<file path="src/rtl/shreg_pkg.sv">
// Shared types for the shift-register command sequencer.
// Opcodes, FSM states and the buffered command bundle.
package shreg_pkg;

  localparam int SR_W     = 8;
  localparam int SR_CNT_W = 4;

  typedef enum logic [2:0] {
    OP_NOP  = 3'd0,
    OP_LOAD = 3'd1,
    OP_SHL  = 3'd2,
    OP_SHR  = 3'd3,
    OP_ROL  = 3'd4,
    OP_ROR  = 3'd5,
    OP_HOLD = 3'd6,
    OP_RSVD = 3'd7
  } op_e;

  typedef enum logic {
    ST_IDLE = 1'b0,
    ST_EXEC = 1'b1
  } state_e;

  typedef struct packed {
    op_e                 op;
    logic [SR_CNT_W-1:0] cnt;
    logic [SR_W-1:0]     data;
  } cmd_t;

  // Index of the final step: repeatable ops run max(cnt,1) steps.
  function automatic logic [SR_CNT_W-1:0] last_step(
    input op_e                 op,
    input logic [SR_CNT_W-1:0] cnt
  );
    logic [SR_CNT_W-1:0] r;
    r = '0;
    unique case (op)
      OP_SHL, OP_SHR, OP_ROL, OP_ROR, OP_HOLD:
        r = (cnt == '0) ? '0 : cnt - SR_CNT_W'(1);
      default: r = '0;
    endcase
    return r;
  endfunction

endpackage

</file>
<file path="src/rtl/shreg_cmd_fifo.sv">
// Small synchronous FIFO holding queued sequencer commands.
// Read data is the head entry, valid whenever not empty.
module shreg_cmd_fifo #(
  parameter int W     = 8,
  parameter int DEPTH = 4,
  localparam int AW   = $clog2(DEPTH)
) (
  input  logic          clk,
  input  logic          rst_n,
  input  logic          push,
  input  logic          pop,
  input  logic [W-1:0]  wdata,
  output logic [W-1:0]  rdata,
  output logic [AW:0]   count,
  output logic          full,
  output logic          empty
);

  logic [W-1:0]  mem_q [DEPTH];
  logic [AW-1:0] wr_q, wr_d;
  logic [AW-1:0] rd_q, rd_d;
  logic [AW:0]   cnt_q, cnt_d;
  logic          do_push;
  logic          do_pop;

  assign full    = cnt_q == (AW+1)'(DEPTH);
  assign empty   = cnt_q == '0;
  assign do_push = push && !full;
  assign do_pop  = pop && !empty;
  assign rdata   = mem_q[rd_q];
  assign count   = cnt_q;

  always_comb begin
    wr_d  = wr_q;
    rd_d  = rd_q;
    cnt_d = cnt_q;
    if (do_push) wr_d = wr_q + AW'(1);
    if (do_pop)  rd_d = rd_q + AW'(1);
    unique case ({do_push, do_pop})
      2'b10:   cnt_d = cnt_q + (AW+1)'(1);
      2'b01:   cnt_d = cnt_q - (AW+1)'(1);
      default: cnt_d = cnt_q;
    endcase
  end

  always_ff @(posedge clk or negedge rst_n) begin
    if (!rst_n) begin
      wr_q  <= '0;
      rd_q  <= '0;
      cnt_q <= '0;
    end else begin
      wr_q  <= wr_d;
      rd_q  <= rd_d;
      cnt_q <= cnt_d;
    end
  end

  always_ff @(posedge clk) begin
    if (do_push) mem_q[wr_q] <= wdata;
  end

endmodule

</file>
<file path="src/rtl/shreg_cmd_seq.sv">
// Command sequencer driving the universal shift register controls.
// Strobes are decoded from next-state so they line up with EXEC steps.
module shreg_cmd_seq
  import shreg_pkg::*;
#(
  parameter int WIDTH      = SR_W,
  parameter int CNT_W      = SR_CNT_W,
  parameter int FIFO_DEPTH = 4,
  localparam int AW        = $clog2(FIFO_DEPTH),
  localparam int IW        = $clog2(WIDTH)
) (
  input  logic             clk,
  input  logic             rst_n,
  input  logic             cmd_valid,
  output logic             cmd_ready,
  input  logic [2:0]       cmd_op,
  input  logic [CNT_W-1:0] cmd_cnt,
  input  logic [WIDTH-1:0] cmd_data,
  output logic             pl,
  output logic             sl,
  output logic             sr,
  output logic             rl,
  output logic             rr,
  output logic             si,
  output logic             busy,
  output logic             done,
  output logic             err,
  output logic [AW:0]      fifo_count
);

  cmd_t            in_cmd;
  cmd_t            head;
  cmd_t            cur_q, cur_d;
  state_e          state_q, state_d;
  logic [CNT_W-1:0] step_q, step_d;
  logic [IW-1:0]   sidx;
  logic            push, pop;
  logic            fifo_full, fifo_empty;
  logic            last;
  logic            pl_q, pl_d;
  logic            sl_q, sl_d;
  logic            sr_q, sr_d;
  logic            rl_q, rl_d;
  logic            rr_q, rr_d;
  logic            si_q, si_d;
  logic            done_q, done_d;
  logic            err_q, err_d;

  assign in_cmd = '{op: op_e'(cmd_op), cnt: cmd_cnt, data: cmd_data};
  assign cmd_ready = !fifo_full;
  assign push = cmd_valid && cmd_ready;

  shreg_cmd_fifo #(
    .W     ($bits(cmd_t)),
    .DEPTH (FIFO_DEPTH)
  ) u_fifo (
    .clk   (clk),
    .rst_n (rst_n),
    .push  (push),
    .pop   (pop),
    .wdata (in_cmd),
    .rdata (head),
    .count (fifo_count),
    .full  (fifo_full),
    .empty (fifo_empty)
  );

  assign last = step_q == last_step(cur_q.op, cur_q.cnt);

  always_comb begin
    state_d = state_q;
    cur_d   = cur_q;
    step_d  = step_q;
    pop     = 1'b0;
    unique case (state_q)
      ST_IDLE: begin
        if (!fifo_empty) begin
          pop     = 1'b1;
          cur_d   = head;
          step_d  = '0;
          state_d = ST_EXEC;
        end
      end
      ST_EXEC: begin
        if (!last) begin
          step_d = step_q + CNT_W'(1);
        end else if (!fifo_empty) begin
          pop    = 1'b1;
          cur_d  = head;
          step_d = '0;
        end else begin
          state_d = ST_IDLE;
        end
      end
      default: state_d = ST_IDLE;
    endcase
  end

  always_comb begin
    pl_d   = 1'b0;
    sl_d   = 1'b0;
    sr_d   = 1'b0;
    rl_d   = 1'b0;
    rr_d   = 1'b0;
    si_d   = 1'b0;
    done_d = 1'b0;
    sidx   = IW'(step_d % CNT_W'(WIDTH));
    err_d  = err_q || (pop && head.op == OP_RSVD);
    if (state_d == ST_EXEC) begin
      done_d = step_d == last_step(cur_d.op, cur_d.cnt);
      unique case (cur_d.op)
        OP_LOAD: pl_d = 1'b1;
        OP_SHL: begin
          sl_d = cur_d.cnt != '0;
          si_d = sl_d && cur_d.data[sidx];
        end
        OP_SHR: begin
          sr_d = cur_d.cnt != '0;
          si_d = sr_d && cur_d.data[sidx];
        end
        OP_ROL:  rl_d = cur_d.cnt != '0;
        OP_ROR:  rr_d = cur_d.cnt != '0;
        default: ;
      endcase
    end
  end

  always_ff @(posedge clk or negedge rst_n) begin
    if (!rst_n) begin
      state_q <= ST_IDLE;
      cur_q   <= '0;
      step_q  <= '0;
      pl_q    <= 1'b0;
      sl_q    <= 1'b0;
      sr_q    <= 1'b0;
      rl_q    <= 1'b0;
      rr_q    <= 1'b0;
      si_q    <= 1'b0;
      done_q  <= 1'b0;
      err_q   <= 1'b0;
    end else begin
      state_q <= state_d;
      cur_q   <= cur_d;
      step_q  <= step_d;
      pl_q    <= pl_d;
      sl_q    <= sl_d;
      sr_q    <= sr_d;
      rl_q    <= rl_d;
      rr_q    <= rr_d;
      si_q    <= si_d;
      done_q  <= done_d;
      err_q   <= err_d;
    end
  end

  assign pl   = pl_q;
  assign sl   = sl_q;
  assign sr   = sr_q;
  assign rl   = rl_q;
  assign rr   = rr_q;
  assign si   = si_q;
  assign done = done_q;
  assign err  = err_q;
  assign busy = (state_q == ST_EXEC) || (fifo_count != '0);

endmodule

</file>
<file path="config.mk">
export PLATFORM = sky130hd
export DESIGN_NAME = shreg_cmd_seq
export DESIGN_NICKNAME = d
export VERILOG_FILES = /design/src/rtl/shreg_pkg.sv /design/src/rtl/shreg_cmd_fifo.sv /design/src/rtl/shreg_cmd_seq.sv
export SDC_FILE = /design/constraint.sdc
export NUM_CORES = 1
export LEC_CHECK = 0
export ABC_AREA = 1
export CAP_MARGIN = 20
export CORE_MARGIN = 2
export CORE_UTILIZATION = 60
export CTS_BUF_LIST = sky130_fd_sc_hd__clkbuf_8
export DETAILED_ROUTE_END_ITERATION = 6
export PLACE_DENSITY = 0.88
export SYNTH_ARGS = -nofsm -noshare
export SYNTH_HDL_FRONTEND = slang
export SYNTH_SLANG_ARGS = --single-unit
</file>
<file path="constraint.sdc">
create_clock -name clk -period 3.4 [get_ports clk]
set_input_delay 0.85 -clock clk [delete_from_list [all_inputs] [get_ports clk]]
set_output_delay 0.85 -clock clk [all_outputs]
set_load 0.02 [all_outputs]
</file>
==> impl_metrics.csv <==
group,metric,value,unit
place,dp_hpwl,5.83,mm
pwr,power_density,1050,nW/um2
sta,worstMarginPinSlew,0.513,ns
die,start_util,0.612,
clock_tree,cts_setup_buffers,0,
clock_tree,htreeDepth,3,
setup_path,crit_path_end_kind,"register",
place,dp_cells,556,
drt,first_pass_iters,7,
logic_synthesis,syn_inst,428,
sta,setup_viol,0,
drt,drc,0,
clock_tree,cts_tree,"done",
global_routing,overflow,0,
place,routabilityCongestion,0.940,
pwr,power_frac_comb,0.516,
setup_path,cp_top_family,"simple AND/OR/NAND/NOR gates",
pwr,vdd_drop_max,0.555,mV
drt,drt-initial-drc-count,275,
global_routing,grt_max_degree,36,
clock_tree,cts_buffer_depth,2,
sta,slew_headroom,0.658,
setup_path,cp_slowest_cell,"dfrtp_1",
place,port_buffers,30,
drt,avgViaCountPerCell,5.42,
die,core-area,7140,um2
global_routing,grt_usage,0.238,
cells_and_area,fill_cells,517,
clock_tree,clk_latency,0.36,ns
logic_synthesis,synth_top_area_frac,0.412,
setup_path,worst-path-max-fanout,14,
clock_tree,ctsHoldBuffers,0,
clock_tree,cts_buffers,9,
pwr,p_leak,2.07,nW
global_routing,grt_pass1_vias,3075,
cells_and_area,multi_input_area,1430,um2
logic_synthesis,synth_top_area_cell,"edfxtp_1",
logic_synthesis,ys_seq_area_frac,0.613,
setup_path,cpPeakStageDelay,0.38,ns
cells_and_area,area_growth,14.6,%
cells_and_area,most-common-layout-cells,"nand2_1, edfxtp_1, nor2_1",
pwr,p_sw_frac,0.452,
clock_tree,cts-root-buf,"clkbuf_8",
sta,fin_skew,0.00393,ns
sta,slew_violations,0,
logic_synthesis,synth_edf_count,60,
clock_tree,cts_resized,0,
pwr,p_seq_frac,0.341,
run_status,status,"finished clean",
die,die_height,89.3,um
pwr,switching_power,0.00237,W
cells_and_area,final_cells,572,
sta,holdWs,0.505,ns
setup_path,crit_buf_inv,3,
logic_synthesis,synth-seq-cells,95,
setup_path,arrival,3.24,ns
cells_and_area,layout-drive-gt1-share,0.125,
sta,fin_setup_tns,0,ns
setup_path,reg2reg_slack,0.42,ns
cells_and_area,antenna_cells,0,
sta,finalCriticalPeriod,2.98,ns
setup_path,crit_required,3.66,ns
die,ios,31,
clock_tree,path_clk_slew,0.09,ns
logic_synthesis,synth_flop_cell,"edfxtp_1",
setup_path,cpMostUsedCell,"nand2_1",
setup_path,worst-setup-path-type,"reg -> reg",
logic_synthesis,syn-num-nets,455,
cells_and_area,final_util,0.702,
run,cap_violations,0,
cells_and_area,mostFrequentLayoutCell,"nand2_1",
global_routing,grt_pass1_wl,14.2,mm
global_routing,antenna_found_initial,0,
die,die_w,89.3,um
setup_path,cp-start-kind,"register",
cells_and_area,ff_latch_area,2680,um2
die,rows,31,
logic_synthesis,syn-cell-area,4370,um2
die,die_area,7980,um2
drt,antenna_left,0,
drt,drt-total-wl,8.49,mm
sta,rsz0062_at_grt,"false",
pwr,power.share.clock,0.143,
sta,report.final.hold_viol_count,0,
min_path,hold_path_class,"reg -> reg",
logic_synthesis,yosys_warnings,0,
drt,vias,3100,
sta,period_share,0.877,
logic_synthesis,ys_top_cells_by_area,"edfxtp_1, dfrtp_1, nand2_1",
sta,max_freq,335,MHz
cells_and_area,fin_nets,495,
logic_synthesis,syn_avg_cell_area,10.2,um2
clock_tree,clkSinkCount,95,
pwr,p_int,0.00287,W
logic_synthesis,async_reset_ff_frac,0.368,
drt,wire_per_inst,14.8,um
logic_synthesis,ys_types,39,
## cell usage after synthesis, types with 2 or more instances
library cell  number
nor2_2             4
inv_1             42
clkbuf_1           4
inv_2              8
a32o_1             4
nand3_1           19
dfrtp_1           35
nor2_1            50
nand2_4            4
buf_2              5
ha_1               8
xnor2_1            2
xor2_1             4
o22ai_1           10
nand2_2            9
clkinv_1           2
nand4_1            3
a21oi_1            9
nand2_1           87
o21ai_0           40
edfxtp_1          60
o21ai_1            2
## cells by family after synthesis
group	synth area share
adders and majority gates	0.0275
buffers and inverters	0.0593
DFF	0.613
AOI/OAI and AO/OA	0.0948
and+or+nand+nor	0.194
xor gates and xnor gates	0.0120
## layer usage
layer	vias to the layer above	track usage	routed length (um)
met3	17	0.0360	407
met2	105	0.404	4410
li1	1499	-	-
met5	-	0	0
met4	0	0.104	153
met1	1479	0.306	3520
## worst register-to-register path, stage by stage (launching register included)
cell,delay [ns]
dfrtp_1,0.38
inv_2,0.10
ha_1,0.22
inv_1,0.06
nand2_1,0.05
nand2_1,0.07
nand2_1,0.06
nand2_1,0.04
nand2_1,0.05
nand2_1,0.06
nor2_2,0.12
nand2_4,0.11
nand2_4,0.22
nand2_2,0.09
buf_4,0.19
nand2_1,0.09
nand2_2,0.10
ha_1,0.24
nand3_1,0.14
nor2_4,0.06
nor2_1,0.16
nand3_1,0.09
nand2_1,0.06
nor2_1,0.04
nand2_1,0.05
nor2_1,0.04
## power by group through the flow
stage                     combinational [W]  sequential [W]  clock [W]
final                               0.00270         0.00178   0.000749
after global routing                0.00306         0.00182   0.000813
after CTS                           0.00269         0.00178   0.000761
after detailed placement            0.00266         0.00181          0
after global placement              0.00254         0.00179          0
after floorplan                     0.00200         0.00178          0
## registers in the layout, summed over array words and instances (netlist names), 2 cells and up
register and count:
u_fifo.count 3, step_q 4, u_fifo.wr_q 2, u_fifo.rd_q 2, u_fifo.mem_q 60, cur_q 15
## area by class of cell
cell class,count,area share
sequential,95,0.535
inverter,52,0.0390
clock inverter,6,0.0130
multi-input combinational,270,0.286
tap,99,0.0247
timing repair buffer,40,0.0749
clock buffer,10,0.0275
## through the flow
| step | instance area (um2) | setup slack, ns | total power (W) |
|---|---|---|---|
| 6_report | 5010 | 0.418 | 0.00524 |
| 3_5_place_dp | 4810 | 0.417 | 0.00447 |
| 5_1_grt | 5010 | 0.126 | 0.00569 |
| 4_1_cts | 5010 | 0.406 | 0.00523 |
| 3_3_place_gp | 4810 | 0.625 | 0.00434 |
| 2_1_floorplan | 4370 | 0.851 | 0.00378 |
## path summary, 6_finish.rpt
| kind | startpoint | endpoint | cells after the start |
|---|---|---|---|
| setup / recovery | cur_q[8] | done | 25 |
| hold / removal | cur_q[7] | cur_q[7] | 2 |
| setup reg to reg | cur_q[8] | done | 25 |
| hold reg to reg | cur_q[7] | cur_q[7] | 2 |
| max in group asynchronous | rst_n | u_fifo.rd_q[0] | 2 |
| min in group asynchronous | rst_n | cur_q[11] | 2 |
Note: power is estimated with default switching activity, not from simulation.
